File: src/rtl/cola_buyer.sv
// Buyer-side initiator for the cola vending machine: inserts coins per cola using a
// selectable coin policy, waits for the cola pulse, and tallies colas, change and money paid.
module cola_buyer #(
  parameter int PRICE_HALF = 5,
  parameter int TIMEOUT    = 8
) (
  input  logic       sys_clk,
  input  logic       sys_rst_n,
  input  logic       start,
  input  logic [3:0] order_num,
  input  logic [1:0] pay_mode,
  output logic       po_money_half,
  output logic       po_money_one,
  input  logic       pi_cola,
  input  logic       pi_change,
  output logic       busy,
  output logic       done,
  output logic       err,
  output logic [3:0] cola_cnt,
  output logic [4:0] change_cnt,
  output logic [7:0] paid_cnt
);
  localparam logic [7:0] PRICE = 8'(PRICE_HALF);
  localparam logic [7:0] TLAST = 8'(TIMEOUT - 1);

  typedef enum logic [2:0] {S_IDLE, S_PAY, S_WAIT, S_NEXT, S_DONE, S_ERR} state_t;

  state_t     r_state, w_nx_state;
  logic       r_half, r_one, r_busy, r_done, r_err;
  logic [3:0] r_cola, r_order;
  logic [4:0] r_change;
  logic [7:0] r_paid, r_credit, r_timer;
  logic [1:0] r_mode;

  logic       w_nx_half, w_nx_one, w_nx_busy, w_nx_done, w_nx_err;
  logic [3:0] w_nx_cola, w_nx_order;
  logic [4:0] w_nx_change;
  logic [7:0] w_nx_paid, w_nx_credit, w_nx_timer;
  logic [1:0] w_nx_mode;

  logic [7:0] w_coin, w_credit_add;
  logic [8:0] w_paid_sum;
  logic       w_one_new, w_one_next, w_one_cont;

  // A one-coin is chosen while at least a full unit is still owed (greedy), or always/never.
  function automatic logic f_use_one(input logic [1:0] mode, input logic [7:0] credit);
    logic [7:0] rem;
    rem = PRICE - credit;
    case (mode)
      2'd0:    return 1'b0;
      2'd1:    return 1'b1;
      default: return (rem >= 8'd2);
    endcase
  endfunction

  // The coin on the outputs this cycle is accounted for at the end of the cycle.
  assign w_coin       = r_one ? 8'd2 : (r_half ? 8'd1 : 8'd0);
  assign w_credit_add = r_credit + w_coin;
  assign w_paid_sum   = {1'b0, r_paid} + {1'b0, w_coin};
  assign w_one_new    = f_use_one(pay_mode, 8'd0);
  assign w_one_next   = f_use_one(r_mode, 8'd0);
  assign w_one_cont   = f_use_one(r_mode, w_credit_add);

  always_comb begin
    w_nx_state  = r_state;
    w_nx_half   = 1'b0;
    w_nx_one    = 1'b0;
    w_nx_busy   = r_busy;
    w_nx_done   = 1'b0;
    w_nx_err    = r_err;
    w_nx_cola   = r_cola;
    w_nx_change = r_change;
    w_nx_paid   = r_paid;
    w_nx_credit = r_credit;
    w_nx_timer  = r_timer;
    w_nx_order  = r_order;
    w_nx_mode   = r_mode;
    case (r_state)
      S_IDLE, S_DONE, S_ERR: begin
        if (start) begin
          w_nx_order  = order_num;
          w_nx_mode   = pay_mode;
          w_nx_cola   = '0;
          w_nx_change = '0;
          w_nx_paid   = '0;
          w_nx_credit = '0;
          w_nx_timer  = '0;
          w_nx_err    = 1'b0;
          if (order_num == 4'd0) begin
            w_nx_state = S_DONE;
            w_nx_done  = 1'b1;
            w_nx_busy  = 1'b0;
          end else begin
            w_nx_state = S_PAY;
            w_nx_busy  = 1'b1;
            w_nx_one   = w_one_new;
            w_nx_half  = ~w_one_new;
          end
        end else if (r_state == S_DONE) begin
          w_nx_state = S_IDLE;
        end
      end
      S_PAY: begin
        w_nx_credit = w_credit_add;
        w_nx_paid   = w_paid_sum[8] ? 8'hFF : w_paid_sum[7:0];
        if (pi_cola) begin
          w_nx_state = S_ERR;
          w_nx_err   = 1'b1;
          w_nx_busy  = 1'b0;
        end else if (w_credit_add >= PRICE) begin
          w_nx_state = S_WAIT;
          w_nx_timer = '0;
        end else begin
          w_nx_one  = w_one_cont;
          w_nx_half = ~w_one_cont;
        end
      end
      S_WAIT: begin
        if (pi_change && r_change != 5'd31) w_nx_change = r_change + 5'd1;
        if (pi_cola) begin
          if (r_cola != r_order) w_nx_cola = r_cola + 4'd1;
          w_nx_state = S_NEXT;
        end else if (r_timer == TLAST) begin
          w_nx_state = S_ERR;
          w_nx_err   = 1'b1;
          w_nx_busy  = 1'b0;
        end else begin
          w_nx_timer = r_timer + 8'd1;
        end
      end
      S_NEXT: begin
        if (r_cola == r_order) begin
          w_nx_state = S_DONE;
          w_nx_done  = 1'b1;
          w_nx_busy  = 1'b0;
        end else begin
          w_nx_credit = '0;
          w_nx_state  = S_PAY;
          w_nx_one    = w_one_next;
          w_nx_half   = ~w_one_next;
        end
      end
      default: w_nx_state = S_IDLE;
    endcase
  end

  always_ff @(posedge sys_clk or negedge sys_rst_n) begin
    if (!sys_rst_n) begin
      r_state  <= S_IDLE;
      r_half   <= 1'b0;
      r_one    <= 1'b0;
      r_busy   <= 1'b0;
      r_done   <= 1'b0;
      r_err    <= 1'b0;
      r_cola   <= '0;
      r_change <= '0;
      r_paid   <= '0;
      r_credit <= '0;
      r_timer  <= '0;
      r_order  <= '0;
      r_mode   <= '0;
    end else begin
      r_state  <= w_nx_state;
      r_half   <= w_nx_half;
      r_one    <= w_nx_one;
      r_busy   <= w_nx_busy;
      r_done   <= w_nx_done;
      r_err    <= w_nx_err;
      r_cola   <= w_nx_cola;
      r_change <= w_nx_change;
      r_paid   <= w_nx_paid;
      r_credit <= w_nx_credit;
      r_timer  <= w_nx_timer;
      r_order  <= w_nx_order;
      r_mode   <= w_nx_mode;
    end
  end

  assign po_money_half = r_half;
  assign po_money_one  = r_one;
  assign busy          = r_busy;
  assign done          = r_done;
  assign err           = r_err;
  assign cola_cnt      = r_cola;
  assign change_cnt    = r_change;
  assign paid_cnt      = r_paid;
endmodule

File: config.mk
export PLATFORM = sky130hd
export DESIGN_NAME = cola_buyer
export DESIGN_NICKNAME = d
export VERILOG_FILES = /design/src/rtl/cola_buyer.sv
export SDC_FILE = /design/constraint.sdc
export NUM_CORES = 1
export LEC_CHECK = 0
export BUFFER_PORTS_ARGS = -buffer_cell sky130_fd_sc_hd__buf_4
export CAP_MARGIN = 20
export CORE_ASPECT_RATIO = 2
export CORE_MARGIN = 1.5
export CORE_UTILIZATION = 53
export CTS_CLUSTER_DIAMETER = 200
export DETAILED_ROUTE_END_ITERATION = 12
export GPL_ROUTABILITY_DRIVEN = 0
export PLACE_DENSITY = 0.76
export SLEW_MARGIN = 20
export SYNTH_ARGS = -nofsm -noshare
export SYNTH_HDL_FRONTEND = slang
export SYNTH_SLANG_ARGS = --single-unit
File: constraint.sdc
create_clock -name sys_clk -period 2.7 [get_ports sys_clk]
set_input_delay 0.135 -clock sys_clk [delete_from_list [all_inputs] [get_ports sys_clk]]
set_output_delay 0.135 -clock sys_clk [all_outputs]
set_load 0.02 [all_outputs]
==> flow_summary.ini <==
[grt]
overflow = 0
grt_pass1_vias = 2480
grt_max_degree = 48
grt_pass1_wl_um = 11000
grt_antenna_before_repair = 0
grt_use_total_pct = 25.3

[synth]
synth_edf_count = 0
synthCells = 316
ys_seq_area_share_pct = 41.6
syn_avg_cell_area_um2 = 8.95
syn-cell-area_um2 = 2830
syn_nets = 340
ys_warn_count = 0
synth_seq_cells = 47
synth_flop_cell = dfrtp_1
synth_cell_types = 54
ys_async_sr_fraction_pct = 100

[timing]
setup_viol = 7
tightest_slew_ps = 759
finalCritPeriodShare_pct = 101
fmax_mhz = 366
fin_hold_ws_ps = 43.2
fin_crit_ps = 2730
maxSlewViolCount = 0
slew_headroom_pct = 49.4
rsz0062_at_grt = true
hold_viol_final = 0
finalClockSkew_ps = 7.44
setup_slack_ps = -33.3

[route]
drtAntennaViolNets = 0
wire_per_inst_um = 15.3
finalWirelength_um = 6470
drc = 0
vias = 2507
drtIter0Drc = 72
firstDrtPassIters = 4
vias_per_cell = 5.93

[final_layout]
antenna_cells = 0
final_core_util_pct = 65.2
finalNetCount = 388
layout-area-overhead-vs-synth_pct = 18.4
n_fill_cell = 437
layout.cells.non_filler = 423
design_area_um2 = 3350
drive_gt1_share_pct = 21.1

[power]
p_switching_mw = 1.24
power.density_nw_per_um2 = 861
pwr-share-comb_pct = 48.8
p_int_mw = 1.65
irDropWorstVdd_mv = 0.763
power_frac_seq_pct = 36.8
p_sw_share_pct = 42.9
clockPowerShare_pct = 14.4
leakagePower_nw = 1.56

[clocking]
path_clk_slew_ps = 90
cts_buffers = 5
clock-sinks = 47
clockBufferDepth = 2
clockRootBuffer = clkbuf_8
cts_htree_levels = 2
cts_tree = built
clk_latency_ps = 300

[floorplan]
die_width_um = 54.7
ios = 33
start_util_pct = 55.1
die_h_um = 106
die-area_um2 = 5810
rows = 37
core-area_um2 = 5140

[critical_path]
crit_arrival_ps = 2950
worstPathMaxFanout = 7
worstSetupPathType = reg -> reg
endpoint_kind = flip-flop
crit_path_start_kind = flip-flop
crit_required_ps = 2920

[place]
placed_cell_area_um2 = 3210
place.detailed.hpwl_um = 4830
port_buffers = 32
post-place-ws_ps = -84.6
dp_cells = 409

[status]
violations = negative setup slack
outcome = finished, violations left

[worst_hold_path]
holdCritPathClass = in -> reg

[job]
max_cap_viol_count = 0
[final cells by class]
type / count / area (µm²) / area share (%)
inverters: 12 / 45.0 / 1.35
flip-flops and latches: 47 / 1180 / 35.2
well taps: 58 / 72.6 / 2.17
multi-input cells: 247 / 1590 / 47.3
repair buffers: 51 / 385 / 11.5
clock inverters: 1 / 5.00 / 0.149
clock buffers: 7 / 76.3 / 2.28
[layer usage]
metal	track usage (%)	routed length, µm
met5	0	0
met4	12.3	296
met3	3.09	195
met2	43.4	3500
met1	29.0	2480
[metrics by stage]
stage	total power, mW	setup TNS, ps
after floorplan	1.99	-275
after global placement	2.38	0
after detailed placement	2.43	-236
after CTS	2.87	-163
after global routing	3.11	-1160
final	2.88	-156
[worst paths after layout]
path	startpoint	to	slack, ps	cells after the start
max in group asynchronous	sys_rst_n	po_money_half	1900	2
worst min register to register	r_timer[0]	r_timer[0]	510	1
worst min-delay path	order_num[1]	r_order[1]	40	3
worst max-delay path	po_money_half	r_timer[7]	-30	11
worst max register to register	po_money_half	r_timer[7]	-30	11
min in group asynchronous	sys_rst_n	paid_cnt[5]	380	2
[worst max-delay path: stages (launching register included)]
cell	delay, ps
dfrtp_2	410
nor2b_4	140
ha_4	160
fa_2	400
xor2_2	220
buf_4	170
ha_1	170
nand2_1	60
nand2_1	110
a211oi_1	460
nor2_2	160
a31oi_1	200
[synthesized netlist by cell type, types with 6 or more instances]
cell | instances | area, µm²
a21oi_1 | 22 | 110
dfrtp_1 | 47 | 1180
ha_1 | 11 | 138
inv_1 | 12 | 45.0
nand2_1 | 46 | 173
nand3_1 | 13 | 65.1
nand4_1 | 6 | 37.5
nor2_1 | 30 | 113
nor3_1 | 7 | 35.0
o21ai_0 | 23 | 115
xnor2_1 | 9 | 78.8
[sequential cells by signal (all words and copies together) (netlist names), 2 cells and up]
register and count:
change_cnt 5, r_timer 8, cola_cnt 4, r_order 4
paid_cnt 8, r_state 3, r_mode 2, r_credit 8
[power groups by stage]
| stage | logic [mW] | registers [mW] | clock network [mW] |
|---|---|---|---|
| after floorplan | 0.891 | 1.10 | 0 |
| after global placement | 1.32 | 1.07 | 0 |
| after detailed placement | 1.36 | 1.08 | 0 |
| after CTS | 1.38 | 1.06 | 0.426 |
| after global routing | 1.57 | 1.09 | 0.452 |
| final | 1.41 | 1.06 | 0.416 |
[kinds of logic after synthesis]
| kind of cell | Yosys count | synth area share (%) |
|---|---|---|
| AOI/OAI and AO/OA | 83 | 18.9 |
| DFF | 47 | 41.6 |
| muxes | 4 | 1.59 |
| adders and majority gates | 13 | 6.28 |
| and+or+nand+nor | 133 | 23.4 |
| xor gates and xnor gates | 14 | 4.33 |
| buffers and inverters | 22 | 3.89 |
[placed cells by master (no fill, tap or decap), types with 3 or more instances in the layout]
master / count
nor2b_1: 3
nand2b_1: 3
or3_1: 4
nand2_1: 46
and3_1: 5
nand4_1: 6
o31ai_1: 3
ha_1: 10
o22ai_1: 5
a21o_1: 3
nor2_1: 29
inv_1: 12
o21ai_0: 22
a31oi_1: 5
buf_4: 50
mux2i_1: 3
o21a_1: 4
xor2_1: 4
xnor2_1: 9
nand3_1: 13
a21oi_1: 22
nor3_1: 7
dfrtp_1: 45
clkbuf_8: 5
[timing repair]
item / 4_1_cts / 5_1_grt
resized for setup: 3 / 1
hold endpoints to repair: 47 / 0
buffers inserted: 2 / 3
pin swaps: 3 / 2
endpoints found under the setup margin: 5 / 13
hold buffers: 1 / 0
(Power assumes the default switching activity.)
